===== src/rtl/mem_stage.sv =====
// MEM pipeline stage: issues one data-memory access at a time, stalls the
// upstream pipeline while waiting for ack (with timeout) and loads MEM/WB.
module mem_stage (
    input  logic        clock,
    input  logic        reset,
    input  logic [31:0] iInstr,
    input  logic        iRegWrite,
    input  logic        iMemRead,
    input  logic        iMemWrite,
    input  logic        iMemToReg,
    input  logic        iBranch,
    input  logic        iJump,
    input  logic [31:0] iB,
    input  logic [31:0] iResult,
    input  logic        iZero,
    input  logic [31:0] inextPCBranch,
    input  logic [4:0]  iwriteRegWire,
    output logic        oStall,
    output logic        oPCSrc,
    output logic [31:0] oBranchTarget,
    output logic        dmem_req,
    output logic        dmem_we,
    output logic [31:0] dmem_addr,
    output logic [31:0] dmem_wdata,
    input  logic [31:0] dmem_rdata,
    input  logic        dmem_ack,
    output logic [31:0] oInstr,
    output logic        oRegWrite,
    output logic        oMemToReg,
    output logic [31:0] oReadData,
    output logic [31:0] oResult,
    output logic [4:0]  owriteRegWire,
    output logic        oValid,
    output logic        oAddrErr,
    output logic        oMemErr
);

    typedef enum logic {
        S_IDLE = 1'b0,
        S_WAIT = 1'b1
    } state_t;

    typedef enum logic [1:0] {
        WB_BUBBLE = 2'd0,
        WB_PASS   = 2'd1,
        WB_MEM    = 2'd2
    } wb_sel_t;

    state_t      r_state;
    state_t      w_state_next;
    logic [3:0]  r_cnt;
    logic [3:0]  w_cnt_next;
    wb_sel_t     w_wb_sel;

    logic        w_access;
    logic        w_aligned;
    logic        w_capture;
    logic        w_addr_err;
    logic        w_mem_err;
    logic        w_stall;
    logic        w_unused;

    // Access latched at issue; drives the memory port for the whole WAIT.
    logic        r_we;
    logic [31:0] r_addr;
    logic [31:0] r_wdata;
    logic [31:0] r_instr;
    logic        r_regwrite;
    logic        r_memtoreg;
    logic [4:0]  r_wreg;

    logic [31:0] r_o_instr;
    logic        r_o_regwrite;
    logic        r_o_memtoreg;
    logic [31:0] r_o_readdata;
    logic [31:0] r_o_result;
    logic [4:0]  r_o_wreg;
    logic        r_o_valid;
    logic        r_o_addr_err;
    logic        r_o_mem_err;

    assign w_access  = iMemRead | iMemWrite;
    assign w_aligned = (iResult[1:0] == 2'b00);
    assign w_unused  = iJump;

    // Next-state, wait counter and write-back selection.
    always_comb begin
        w_state_next = r_state;
        w_cnt_next   = r_cnt;
        w_wb_sel     = WB_BUBBLE;
        w_capture    = 1'b0;
        w_addr_err   = 1'b0;
        w_mem_err    = 1'b0;
        w_stall      = 1'b0;
        case (r_state)
            S_IDLE: begin
                if (w_access) begin
                    if (w_aligned) begin
                        w_capture    = 1'b1;
                        w_stall      = 1'b1;
                        w_cnt_next   = 4'd0;
                        w_state_next = S_WAIT;
                    end else begin
                        w_addr_err   = 1'b1;
                    end
                end else begin
                    w_wb_sel = WB_PASS;
                end
            end
            S_WAIT: begin
                // Ack takes priority over timeout, even on the last count.
                if (dmem_ack) begin
                    w_wb_sel     = WB_MEM;
                    w_cnt_next   = 4'd0;
                    w_state_next = S_IDLE;
                end else if (r_cnt == 4'd15) begin
                    w_mem_err    = 1'b1;
                    w_cnt_next   = 4'd0;
                    w_state_next = S_IDLE;
                end else begin
                    w_stall      = 1'b1;
                    w_cnt_next   = r_cnt + 4'd1;
                end
            end
            default: begin
                w_cnt_next   = 4'd0;
                w_state_next = S_IDLE;
            end
        endcase
    end

    // State and wait-counter registers.
    always_ff @(posedge clock) begin
        if (reset) begin
            r_state <= S_IDLE;
            r_cnt   <= 4'd0;
        end else begin
            r_state <= w_state_next;
            r_cnt   <= w_cnt_next;
        end
    end

    // Capture the access and its pass-through fields at issue.
    always_ff @(posedge clock) begin
        if (reset) begin
            r_we       <= 1'b0;
            r_addr     <= 32'd0;
            r_wdata    <= 32'd0;
            r_instr    <= 32'd0;
            r_regwrite <= 1'b0;
            r_memtoreg <= 1'b0;
            r_wreg     <= 5'd0;
        end else if (w_capture) begin
            r_we       <= iMemWrite;
            r_addr     <= iResult;
            r_wdata    <= iB;
            r_instr    <= iInstr;
            r_regwrite <= iRegWrite;
            r_memtoreg <= iMemToReg;
            r_wreg     <= iwriteRegWire;
        end else begin
            r_we       <= r_we;
            r_addr     <= r_addr;
            r_wdata    <= r_wdata;
            r_instr    <= r_instr;
            r_regwrite <= r_regwrite;
            r_memtoreg <= r_memtoreg;
            r_wreg     <= r_wreg;
        end
    end

    // MEM/WB register and error pulses; a bubble keeps the data fields.
    always_ff @(posedge clock) begin
        if (reset) begin
            r_o_instr    <= 32'd0;
            r_o_regwrite <= 1'b0;
            r_o_memtoreg <= 1'b0;
            r_o_readdata <= 32'd0;
            r_o_result   <= 32'd0;
            r_o_wreg     <= 5'd0;
            r_o_valid    <= 1'b0;
            r_o_addr_err <= 1'b0;
            r_o_mem_err  <= 1'b0;
        end else begin
            r_o_addr_err <= w_addr_err;
            r_o_mem_err  <= w_mem_err;
            case (w_wb_sel)
                WB_PASS: begin
                    r_o_instr    <= iInstr;
                    r_o_regwrite <= iRegWrite;
                    r_o_memtoreg <= iMemToReg;
                    r_o_readdata <= 32'd0;
                    r_o_result   <= iResult;
                    r_o_wreg     <= iwriteRegWire;
                    r_o_valid    <= ~((iInstr == 32'd0) && !iRegWrite);
                end
                WB_MEM: begin
                    r_o_instr    <= r_instr;
                    r_o_regwrite <= r_regwrite;
                    r_o_memtoreg <= r_memtoreg;
                    r_o_readdata <= r_we ? 32'd0 : dmem_rdata;
                    r_o_result   <= r_addr;
                    r_o_wreg     <= r_wreg;
                    r_o_valid    <= 1'b1;
                end
                default: begin
                    r_o_instr    <= r_o_instr;
                    r_o_regwrite <= 1'b0;
                    r_o_memtoreg <= 1'b0;
                    r_o_readdata <= r_o_readdata;
                    r_o_result   <= r_o_result;
                    r_o_wreg     <= 5'd0;
                    r_o_valid    <= 1'b0;
                end
            endcase
        end
    end

    assign oStall        = w_stall;
    assign oPCSrc        = iBranch & iZero & ~w_stall;
    assign oBranchTarget = inextPCBranch;

    assign dmem_req      = (r_state == S_WAIT);
    assign dmem_we       = r_we;
    assign dmem_addr     = r_addr;
    assign dmem_wdata    = r_wdata;

    assign oInstr        = r_o_instr;
    assign oRegWrite     = r_o_regwrite;
    assign oMemToReg     = r_o_memtoreg;
    assign oReadData     = r_o_readdata;
    assign oResult       = r_o_result;
    assign owriteRegWire = r_o_wreg;
    assign oValid        = r_o_valid;
    assign oAddrErr      = r_o_addr_err;
    assign oMemErr       = r_o_mem_err;

endmodule


===== config.mk =====
export PLATFORM = sky130hd
export DESIGN_NAME = mem_stage
export DESIGN_NICKNAME = d
export VERILOG_FILES = /design/src/rtl/mem_stage.sv
export SDC_FILE = /design/constraint.sdc
export NUM_CORES = 1
export LEC_CHECK = 0
export ABC_AREA = 1
export CAP_MARGIN = 20
export CORE_MARGIN = 5
export CORE_UTILIZATION = 42
export CTS_CLUSTER_SIZE = 8
export DETAILED_ROUTE_END_ITERATION = 8
export GPL_TIMING_DRIVEN = 0
export PLACE_DENSITY = 0.88
export SKIP_LAST_GASP = 1
export SYNTH_ARGS = -nofsm -noshare
export SYNTH_HDL_FRONTEND = slang
export SYNTH_SLANG_ARGS = --single-unit

===== constraint.sdc =====
create_clock -name clock -period 1.63 [get_ports clock]
set_input_delay 0.163 -clock clock [delete_from_list [all_inputs] [get_ports clock]]
set_output_delay 0.163 -clock clock [all_outputs]
set_load 0.01 [all_outputs]

==> metrics.md, run 1 <==
| Metric | Value |
|---|---|
| Ys Warns | `0` |
| GP Congestion | `0.843` |
| Worst reg2reg setup slack | `40 ps` |
| Crit end category | `primary output` |
| First-pass GRT wire length | `49.8 mm` |
| Worst Tran Pin Value | `around 580 ps` |
| Cell Area, Synth | `around 8600 um2` |
| I/O pin cnt | `381` |
| DRC errors left | `0` |
| Initial antenna violation count | `0` |
| Cts bufs inserted | `31` |
| VDD IR max | `roughly 0.82 mV` |
| Setup Skew | `9.38 ps` |
| Int Pwr | `roughly 10 mW` |
| Number of routed nets with antenna violations | `0` |
| Worst setup margin | `-32.7 ps` |
| Layout cells sized above 1 | `0.101` |
| Seq/Total Area, Yosys | `0.500` |
| Average size of a mapped cell | `7.47 um2` |
| Post-place setup slack | `-837 ps` |
| Dpl cells | `between 1,500 and 2,000` |
| Number of cell rows | `52` |
| Final instance area | `13,500 um2` |
| Crit-path slowest cell | `dfxtp_2` |
| CP Cell Sequence | `ha_4 -> nand3_4 -> nand2_4 -> nand2_4 -> nor2_2 -> buf_2` |
| Clock power frac | `0.411` |
| Reg power frac | `0.425` |
| Final Cycle Share | `1.02` |
| Ant diodes | `0` |
| Hold Path Cell Cnt | `3` |
| Number of H-tree levels | `1` |
| Vias post-DR | `9,429` |
| Leak | `6.06 nW` |
| Core ar. | `20,200 um2` |
| FF-to-FF End | `oResult[12]` |
| Post-synthesis cell count | `1,152` |
| Buffers on Ports | `347` |
| Outcome | `complete, but fails checks` |
| Area of the multi-input gates | `3400 um2` |
| F_max | `around 0.6 GHz` |
| Cell mode on critical path | `nand2_4` |
| Yosys reg bits | `215` |
| Later-pin clock latency in the skew report | `540 ps` |
| Failing checks | `negative setup slack` |
| Crit-path max cell delay | `between 300 and 400 ps` |
| DR pass1 iterations | `6` |
| Clock Path Buffers | `3` |
| Post-DP Area | `12,400 um2` |
| RSZ-0062 raised after global routing | `yes` |
| CTS tree | `done` |
| Nets | `approximately 1,700` |
| Post-CTS Hold Buffers | `0` |
| Hold_sp | `iB[8]` |
| CTS clk-pin slew, worst paths | `~50 ps` |
| Drt wl/cell | `17.9 um` |
| GRT Residual Overflow | `0` |
| Switching pwr | `around 3.4 mW` |
| Post-layout minimum cycle time | `1660 ps` |
| Largest net degree at the start of global routing | `19` |
| Die Wd | `153 um` |
| Yosys cell types | `23` |
| Routed WL | `roughly 32 mm` |
| Sw frac | `0.253` |
| WHS Endpoint | `dmem_wdata[8]` |
| Type of element launching the critical path | `register` |
| Starting Density | `0.425` |
| Maxcap violations | `0` |
| Syn Nets | `1,328` |
| Area growth from synthesis to layout | `57.1%` |
| Via/cell ratio | `5.20` |
| Final Hold Vio Count | `0` |
| Slew HR | `0.611` |
| Root Driver | `clkbuf_16` |
| Layout Cells excl Fill | `1,815` |
| Vias in the first global route | `9,509` |
| Worst EP arrival | `1500 ps` |
| Max-slew violation count | `0` |
| Die area | `about 23,000 um2` |
| Power Density | `between 900 and 1000 nW/um2` |
| Comb power frac | `0.164` |
| Crit Path Class | `reg -> out` |
| Depth of the worst register-to-register path | `7` |
| Tot GR Track Use | `0.259` |
| Fillers | `about 1,600` |
| Critical Path RT | `1470 ps` |
| Die height | `153 um` |
| Critical path fanouts, max | `3` |
| Hold Crit Class | `in -> reg` |
| R2r startpoint | `dmem_req` |
| CTS sink count | `215` |
| DP Wirelength | `23.7 mm` |
| Register area | `4310 um2` |
| Drt initial violations | `619` |
| Overall Power | `13.5 mW` |
| # setup viols final | `1` |
## worst max-delay path: cells and delay by family, from the launching register on
family	cells	cell delay, ps
buf+inv	1	120
fa+ha+maj	1	160
flops	1	360
simple gates	4	320
## cell type report
type / count / share of cell area
sequential: 215 / 0.319
timing repair buffer: 359 / 0.269
multi-input combinational: 747 / 0.251
clock buffer: 33 / 0.0587
buffer: 114 / 0.0537
tap: 270 / 0.0250
inverter: 75 / 0.0218
clock inverter: 2 / 0.00130
## power groups by stage
| stage | clock [mW] | combinational [mW] | sequential [mW] |
|---|---|---|---|
| 6_report | 5.54 | 2.21 | 5.72 |
| 5_1_grt | 5.82 | 2.39 | 5.74 |
| 4_1_cts | 5.61 | 2.20 | 5.72 |
| 2_1_floorplan | 0 | 0.821 | 5.92 |
| 3_3_place_gp | 0 | 2.13 | 5.81 |
| 3_5_place_dp | 0 | 2.18 | 5.82 |
## synth_stat cells (all sizes together)
cell type  number  area [um2]
dfxtp         215        4300
nand2         202         761
o21ai         192         965
nor2          151         567
a21oi         145         726
buf            83         574
inv            73         274
nand3          50         255
clkbuf         32         120
clkinv          2        7.51
nor4            2        12.5
or2             2        12.5
ha              1        12.5
nor3            1        5.00
xor2            1        8.76
## cell families after synthesis
kind of cell,Yosys count,share of synthesized area
compound gates,337,0.196
xor+xnor,1,0.00102
fa+ha+maj,1,0.00145
buf+inv,190,0.113
flops,215,0.500
simple gates,408,0.187
## routing by layer
| metal | GRT usage | vias to the layer above | wire (um) |
|---|---|---|---|
| met5 | 0 | - | 0 |
| met4 | 0.108 | 0 | 1330 |
| met3 | 0.0800 | 87 | 3170 |
| met2 | 0.442 | 479 | 15600 |
| met1 | 0.300 | 4384 | 12300 |
| li1 | - | 4479 | - |
## metrics by stage
| step | util | hold WS, ps | TNS [ps] |
|---|---|---|---|
| 2_1_floorplan | - | 241 | 0 |
| 3_3_place_gp | 0.614 | 433 | -54120 |
| 3_5_place_dp | 0.614 | 439 | -58840 |
| 4_1_cts | 0.657 | 164 | -103 |
| 5_1_grt | 0.668 | 169 | -203 |
| 6_report | 0.668 | 182 | -32.7 |
## state kept, by name, indices dropped and copies added (netlist names), 4 cells and up
signal	count
oResult	32
dmem_addr	32
r_instr	32
oReadData	32
r_cnt	4
owriteRegWire	5
r_wreg	5
oInstr	32
dmem_wdata	32
## how the worst max path moves through the flow
stage	slack [ps]	endpoint	from
2_1_floorplan	180	oPCSrc	dmem_req
3_3_place_gp	-820	oStall	iMemRead
3_5_place_dp	-840	oStall	iMemRead
4_1_cts	-80	oPCSrc	r_cnt[1]
5_1_grt	-100	oPCSrc	r_cnt[1]
6_report	-30	oPCSrc	r_cnt[1]
## placed cells by master, fill, tap and decap left out, types with 28 or more instances in the layout
cell / count
o21ai_1: 78
clkbuf_16: 31
buf_4: 51
clkbuf_1: 28
clkdlybuf4s50_1: 287
a21oi_1: 144
dlymetal6s2s_1: 42
o21ai_0: 113
nand2_1: 198
nor2_1: 149
inv_1: 68
nand3_1: 48
dfxtp_1: 212
## timing repair
action,4_1_cts,5_1_grt
buffers inserted,6,6
pin swaps,1,5
endpoints found under the setup margin,45,101
gates resized for setup,41,73
(Power assumes the default switching activity.)
==> inputs of run 2 (changes only) <==
Settings changed: CORE_MARGIN 5 to 2.
==> run 2 against run 1 <==
  * Final cell count decreased by 0.33%
  * Register-to-register slack improved by 30 ps
  * Power down 1.6%
  * Largest cell class is now flip-flops and latches
  * Global-route usage rose by 1.9 points
  * The flow still finishes with violations (negative setup slack)
==> metrics.md, run 2 (same netlist as run 1, synthesis figures left out) <==
| Metric | Value |
|---|---|
| Outcome | `complete, but fails checks` |
| Failing checks | `negative setup slack` |
| Slew HR | `0.614 (+0.00337)` |
| CTS clk-pin slew, worst paths | `50 ps (about the same)` |
| Crit path from | `r_cnt[0]` |
| Later-pin clock latency in the skew report | `540 ps (about the same)` |
| Drt initial violations | `583 (-5.8%)` |
| Hold Path Cell Cnt | `3 (unchanged)` |
| Vias post-DR | `9,406 (-0.24%)` |
| Tot GR Track Use | `0.278 (+0.0192)` |
| Max-slew violation count | `0 (unchanged)` |
| Cts bufs inserted | `30 (-3.2%)` |
| Final Cycle Share | `1.03 (+0.00756)` |
| Type of element launching the critical path | `register` |
| CTS tree | `done` |
| Buffers on Ports | `347 (unchanged)` |
| Worst reg2reg setup slack | `70 ps (+30 ps)` |
| Crit end category | `primary output` |
| Number of H-tree levels | `1 (unchanged)` |
| DRC errors left | `0 (unchanged)` |
| Layout cells sized above 1 | `0.0942 (-0.00675)` |
| Ant diodes | `0 (unchanged)` |
| Critical Path RT | `1470 ps (about the same)` |
| Vias in the first global route | `9,255 (-2.7%)` |
| WHS Endpoint | `dmem_wdata[12]` |
| Power Density | `990 nW/um2 (-0.70%)` |
| Setup Skew | `11.0 ps (+1.67 ps)` |
| GP Congestion | `0.846 (+0.37%)` |
| Total negative setup slack | `-45.0 ps (-12.3 ps)` |
| Initial antenna violation count | `0 (unchanged)` |
| First-pass GRT wire length | `48.5 mm (-2.7%)` |
| Overall Power | `13.3 mW (-1.6%)` |
| GRT Residual Overflow | `0 (unchanged)` |
| DP Wirelength | `22.7 mm (-4.6%)` |
| Root Driver | `clkbuf_16` |
| Die Wd | `147 um (-3.9%)` |
| I/O pin cnt | `381 (unchanged)` |
| Worst EP arrival | `1510 ps (about the same)` |
| F_max | `0.597 GHz (-0.74%)` |
| Starting Density | `0.427 (+0.00137)` |
| Largest net degree at the start of global routing | `19 (unchanged)` |
| Die height | `147 um (-3.9%)` |
| Hold Crit Class | `in -> reg` |
| Number of routed nets with antenna violations | `0 (unchanged)` |
| # setup viols final | `1 (unchanged)` |
| Clock Path Buffers | `3 (unchanged)` |
| CTS sink count | `215 (unchanged)` |
| Critical path fanouts, max | `3 (unchanged)` |
| VDD IR max | `0.757 mV (-7.2%)` |
| Uppermost layer routed | `met4` |
| Met3 routed WL | `2.82 mm (-11%)` |
| Area growth from synthesis to layout | `55.7%` |
| WL met2 | `15.3 mm (-1.9%)` |
| Maxcap violations | `0 (unchanged)` |
| Routed length on met1 | `12.0 mm (-2.5%)` |
| Depth of the worst register-to-register path | `6 (-1)` |
| DR pass1 iterations | `5 (-1)` |
| Commonest non-fill, non-tap cell in the layout | `clkdlybuf4s50_1` |
| Die area | `21,600 um2 (-7.7%)` |
| Nets | `1,715 (-0.23%)` |
| Routed WL | `31.5 mm (-2.7%)` |
| R2r startpoint | `dmem_req` |
| RSZ-0062 raised after global routing | `yes` |
| Leak | `6.01 nW (-0.82%)` |
| Most frequent cells in the layout | `clkdlybuf4s50_1, dfxtp_1, nand2_1` |
| Crit Path Class | `reg -> out` |
| Hold_sp | `iB[12]` |
| Drt wl/cell | `17.4 um (-2.4%)` |
| Worst Tran Pin Value | `578 ps (-5.05 ps)` |
| Worst setup margin | `-45.0 ps (-12.3 ps)` |
| Final Hold Vio Count | `0 (unchanged)` |
| Number of cell rows | `52 (unchanged)` |
| FF-to-FF End | `dmem_addr[25]` |
| Post-layout minimum cycle time | `1680 ps (+12.3 ps)` |
| Core ar. | `20,200 um2 (-0.32%)` |
| Via/cell ratio | `5.20 (about the same)` |
-- run 2: repair_timing --
action | in CTS | in global routing
hold buffers | 0 | 0
gates resized for setup | 46 | 53
endpoints found under the hold margin | 0 | 0
buffers inserted | 6 | 3
pin swaps | 1 | 2
endpoints found under the setup margin | 24 | 59
-- run 2: worst max path at each step --
| stage | to |
|---|---|
| 2_1_floorplan | oPCSrc |
| 3_3_place_gp | oStall |
| 3_5_place_dp | oStall |
| 4_1_cts | oPCSrc |
| 5_1_grt | oPCSrc |
| 6_report | oPCSrc |
-- run 2: power breakdown --
group	switching, mW	internal, mW
sequential	0.152	5.57
combinational	1.08	1.10
clock	2.14	3.21
total	3.38	9.88
-- run 2: final cells by class --
class                           instances  area (um2)
Fill cell                            1650        6770
Inverter                               75         289
Timing Repair Buffer                  356        3610
Sequential cell                       215        4310
Tap cell                              270         338
Clock inverter                          1        16.3
Multi-Input combinational cell        747        3380
Clock buffer                           31         754
Buffer                                114         698
-- run 2: worst max-delay path: stages (launching register included) --
cell and delay, ps:
dfxtp_2 350, ha_4 160, nand3_4 100, nand2_4 80, nand2_2 70, nor2_1 80
buf_2 130
-- run 2: per-layer routing --
metal	vias up	global-route usage
met3	94	0.0665
met1	4333	0.325
met5	-	0
met2	500	0.479
met4	0	0.131
li1	4479	-
-- run 2: per-stage QoR --
step | hold WS (ps) | setup WS, ps | utilization | cell area (um2) | cells
after global routing | 185 | -86.9 | 0.664 | 13400 | 1809
final | 177 | -45.0 | 0.664 | 13400 | 1809
after floorplan | 241 | 178 | - | 8600 | 1152
after detailed placement | 440 | -804 | 0.616 | 12400 | 1769
after global placement | 433 | -823 | 0.616 | 12400 | 1769
after CTS | 161 | -66.7 | 0.657 | 13200 | 1806
==> inputs of run 3 (changes only) <==
Settings changed: RECOVER_POWER from default to 50, SKIP_CTS_REPAIR_TIMING from default to 1.
==> run 3 against run 2 <==
  * Final cell count is the same
  * Combinational power hardly changed
  * Largest cell class is now buffers
  * The flow still finishes with violations (negative setup slack)
  * Critical endpoint unchanged
  * Via count shrank 0.81%
==> metrics.md, run 3 (same netlist as run 1, synthesis figures left out) <==
| Metric | Value |
|---|---|
| Outcome | `complete, but fails checks` |
| Failing checks | `negative setup slack` |
| # setup viols final | `2 (+1)` |
| CTS clk-pin slew, worst paths | `50 ps (about the same)` |
| GRT Residual Overflow | `0 (unchanged)` |
| Type of element launching the critical path | `register` |
| Buf/Inv on CP | `1 (unchanged)` |
| I/O pin cnt | `381 (unchanged)` |
| WHS Endpoint | `dmem_wdata[12]` |
| Setup Skew | `10.4 ps (-0.610 ps)` |
| Root Driver | `clkbuf_16` |
| Worst EP arrival | `1550 ps (+40 ps)` |
| Post-place setup slack | `-804 ps (unchanged)` |
| Drt initial violations | `666 (+14%)` |
| Clock power frac | `0.403 (about the same)` |
| Fillers | `1,626 (-1.5%)` |
| Routed WL | `31.4 mm (-0.45%)` |
| Critical path fanouts, max | `3 (unchanged)` |
| Buffers on Ports | `347 (unchanged)` |
| Final instance area | `13,500 um2 (+0.45%)` |
| Leak | `6.28 nW (+4.4%)` |
| Ant diodes | `0 (unchanged)` |
| Initial antenna violation count | `0 (unchanged)` |
| Hold Path Cell Cnt | `3 (unchanged)` |
| FF-to-FF End | `oValid` |
| VDD IR max | `0.753 mV (-0.50%)` |
| Number of cell rows | `52 (unchanged)` |
| Clock Path Buffers | `3 (unchanged)` |
| Vias post-DR | `9,330 (-0.81%)` |
| Final Hold Vio Count | `0 (unchanged)` |
| Drt wl/cell | `17.4 um (-0.45%)` |
| Layout cells sized above 1 | `0.0949 (+0.000650)` |
| Commonest non-fill, non-tap cell in the layout | `clkdlybuf4s50_1` |
| Hold Crit Class | `in -> reg` |
| Int Pwr | `9.89 mW (+0.14%)` |
| Switching pwr | `3.38 mW (about the same)` |
| Critical Path RT | `1470 ps (about the same)` |
| CP Cell Sequence | `ha_4 -> nand3_2 -> nand2_2 -> nand2_2 -> nor2_1 -> buf_2` |
| Worst setup margin | `-78.6 ps (-33.5 ps)` |
| Worst Tran Pin Value | `593 ps (+14.5 ps)` |
| Nets | `1,715 (unchanged)` |
| Post-DP Area | `12,400 um2 (unchanged)` |
| Vias in the first global route | `9,210 (-0.49%)` |
| Max-slew violation count | `0 (unchanged)` |
| Die height | `147 um (unchanged)` |
| Post-layout util | `0.667 (+0.00298)` |
| Later-pin clock latency in the skew report | `540 ps (about the same)` |
| Sw frac | `0.255 (-0.000300)` |
| Hold_ws | `176 ps (-0.904 ps)` |
| DP Wirelength | `22.7 mm (unchanged)` |
| F_max | `0.585 GHz (-2.0%)` |
| R2r startpoint | `dmem_req` |
| Total negative setup slack | `-110 ps (-65.1 ps)` |
| Crit end category | `primary output` |
| Slew HR | `0.605 (-0.00965)` |
| Cts bufs inserted | `30 (unchanged)` |
| DR pass1 iterations | `5 (unchanged)` |
| Crit-path max cell delay | `360 ps (about the same)` |
| Area growth from synthesis to layout | `56.4%` |
| Largest net degree at the start of global routing | `16 (-3)` |
| GP Congestion | `0.846 (unchanged)` |
| Final Cycle Share | `1.05 (+0.0206)` |
| Via/cell ratio | `5.16 (-0.81%)` |
| Power Density | `986 nW/um2 (-0.35%)` |
| Comb power frac | `0.166 (about the same)` |
| Tot GR Track Use | `0.277 (-0.000396)` |
| Hold_sp | `iB[12]` |
| Number of routed nets with antenna violations | `0 (unchanged)` |
| Number of H-tree levels | `1 (unchanged)` |
| Maxcap violations | `0 (unchanged)` |
| Top Family by Delay on Critical Path | `simple AND/OR/NAND/NOR gates` |
| Post-layout minimum cycle time | `1710 ps (+33.5 ps)` |
| Starting Density | `0.427 (unchanged)` |
| Die Wd | `147 um (unchanged)` |
| Cell mode on critical path | `nand2_2` |
| CTS sink count | `215 (unchanged)` |
| Depth of the worst register-to-register path | `7 (+1)` |
| DRC errors left | `0 (unchanged)` |
| CTS tree | `done` |
| Worst reg2reg setup slack | `60 ps (about the same)` |
| Reg power frac | `0.431 (about the same)` |
| Die area | `21,600 um2 (unchanged)` |
| Most frequent cells in the layout | `clkdlybuf4s50_1, dfxtp_1, nand2_1` |
| RSZ-0062 raised after global routing | `yes` |
| Crit-path slowest cell | `dfxtp_4` |
| First-pass GRT wire length | `48.4 mm (-0.18%)` |
| Core ar. | `20,200 um2 (unchanged)` |
| Crit Path Class | `reg -> out` |
==> run 3: cell type report <==
type,count,area [um2],share of cell area
repair buffers,356,3690,0.274
clock buffers,31,754,0.0561
clock inverters,1,16.3,0.00121
multi-input cells,747,3360,0.250
flip-flops and latches,215,4320,0.321
plain buffers,114,696,0.0517
well taps,270,338,0.0251
inverters,75,287,0.0213
==> run 3: through the flow <==
| step | total power, mW | std cells |
|---|---|---|
| 6_report | 13.3 | 1809 |
| 4_1_cts | 13.3 | 1801 |
| 3_3_place_gp | 7.94 | 1769 |
| 2_1_floorplan | 6.74 | 1152 |
| 3_5_place_dp | 8.00 | 1769 |
| 5_1_grt | 13.8 | 1809 |
==> run 3: power groups by stage <==
stage	Combinational, mW	Sequential [mW]	Clock [mW]
floorplan	0.821	5.92	0
global placement	2.13	5.81	0
detailed placement	2.17	5.82	0
CTS	2.20	5.73	5.42
global route	2.38	5.75	5.66
finish	2.20	5.72	5.35
==> run 3: tightest hold or removal path: stages <==
cell and delay, ps:
clkdlybuf4s50_1 390, nand2_1 60, a21oi_1 50
==> run 3: how the worst max path moves through the flow <==
stage,startpoint,end,slack [ps],cells past startpoint
6_report,r_cnt[0],oPCSrc,-80,6
5_1_grt,r_cnt[0],oPCSrc,-140,6
3_5_place_dp,iResult[1],oStall,-800,7
2_1_floorplan,dmem_req,oPCSrc,180,6
4_1_cts,dmem_req,oPCSrc,-1130,7
3_3_place_gp,iResult[1],oStall,-820,7
==> run 3: layer usage <==
layer,GRT usage,up-vias,share of wire
li1,-,4471,-
met1,0.329,4307,0.39
met2,0.477,470,0.49
met3,0.0646,82,0.085
met4,0.126,0,0.043
met5,0,-,0
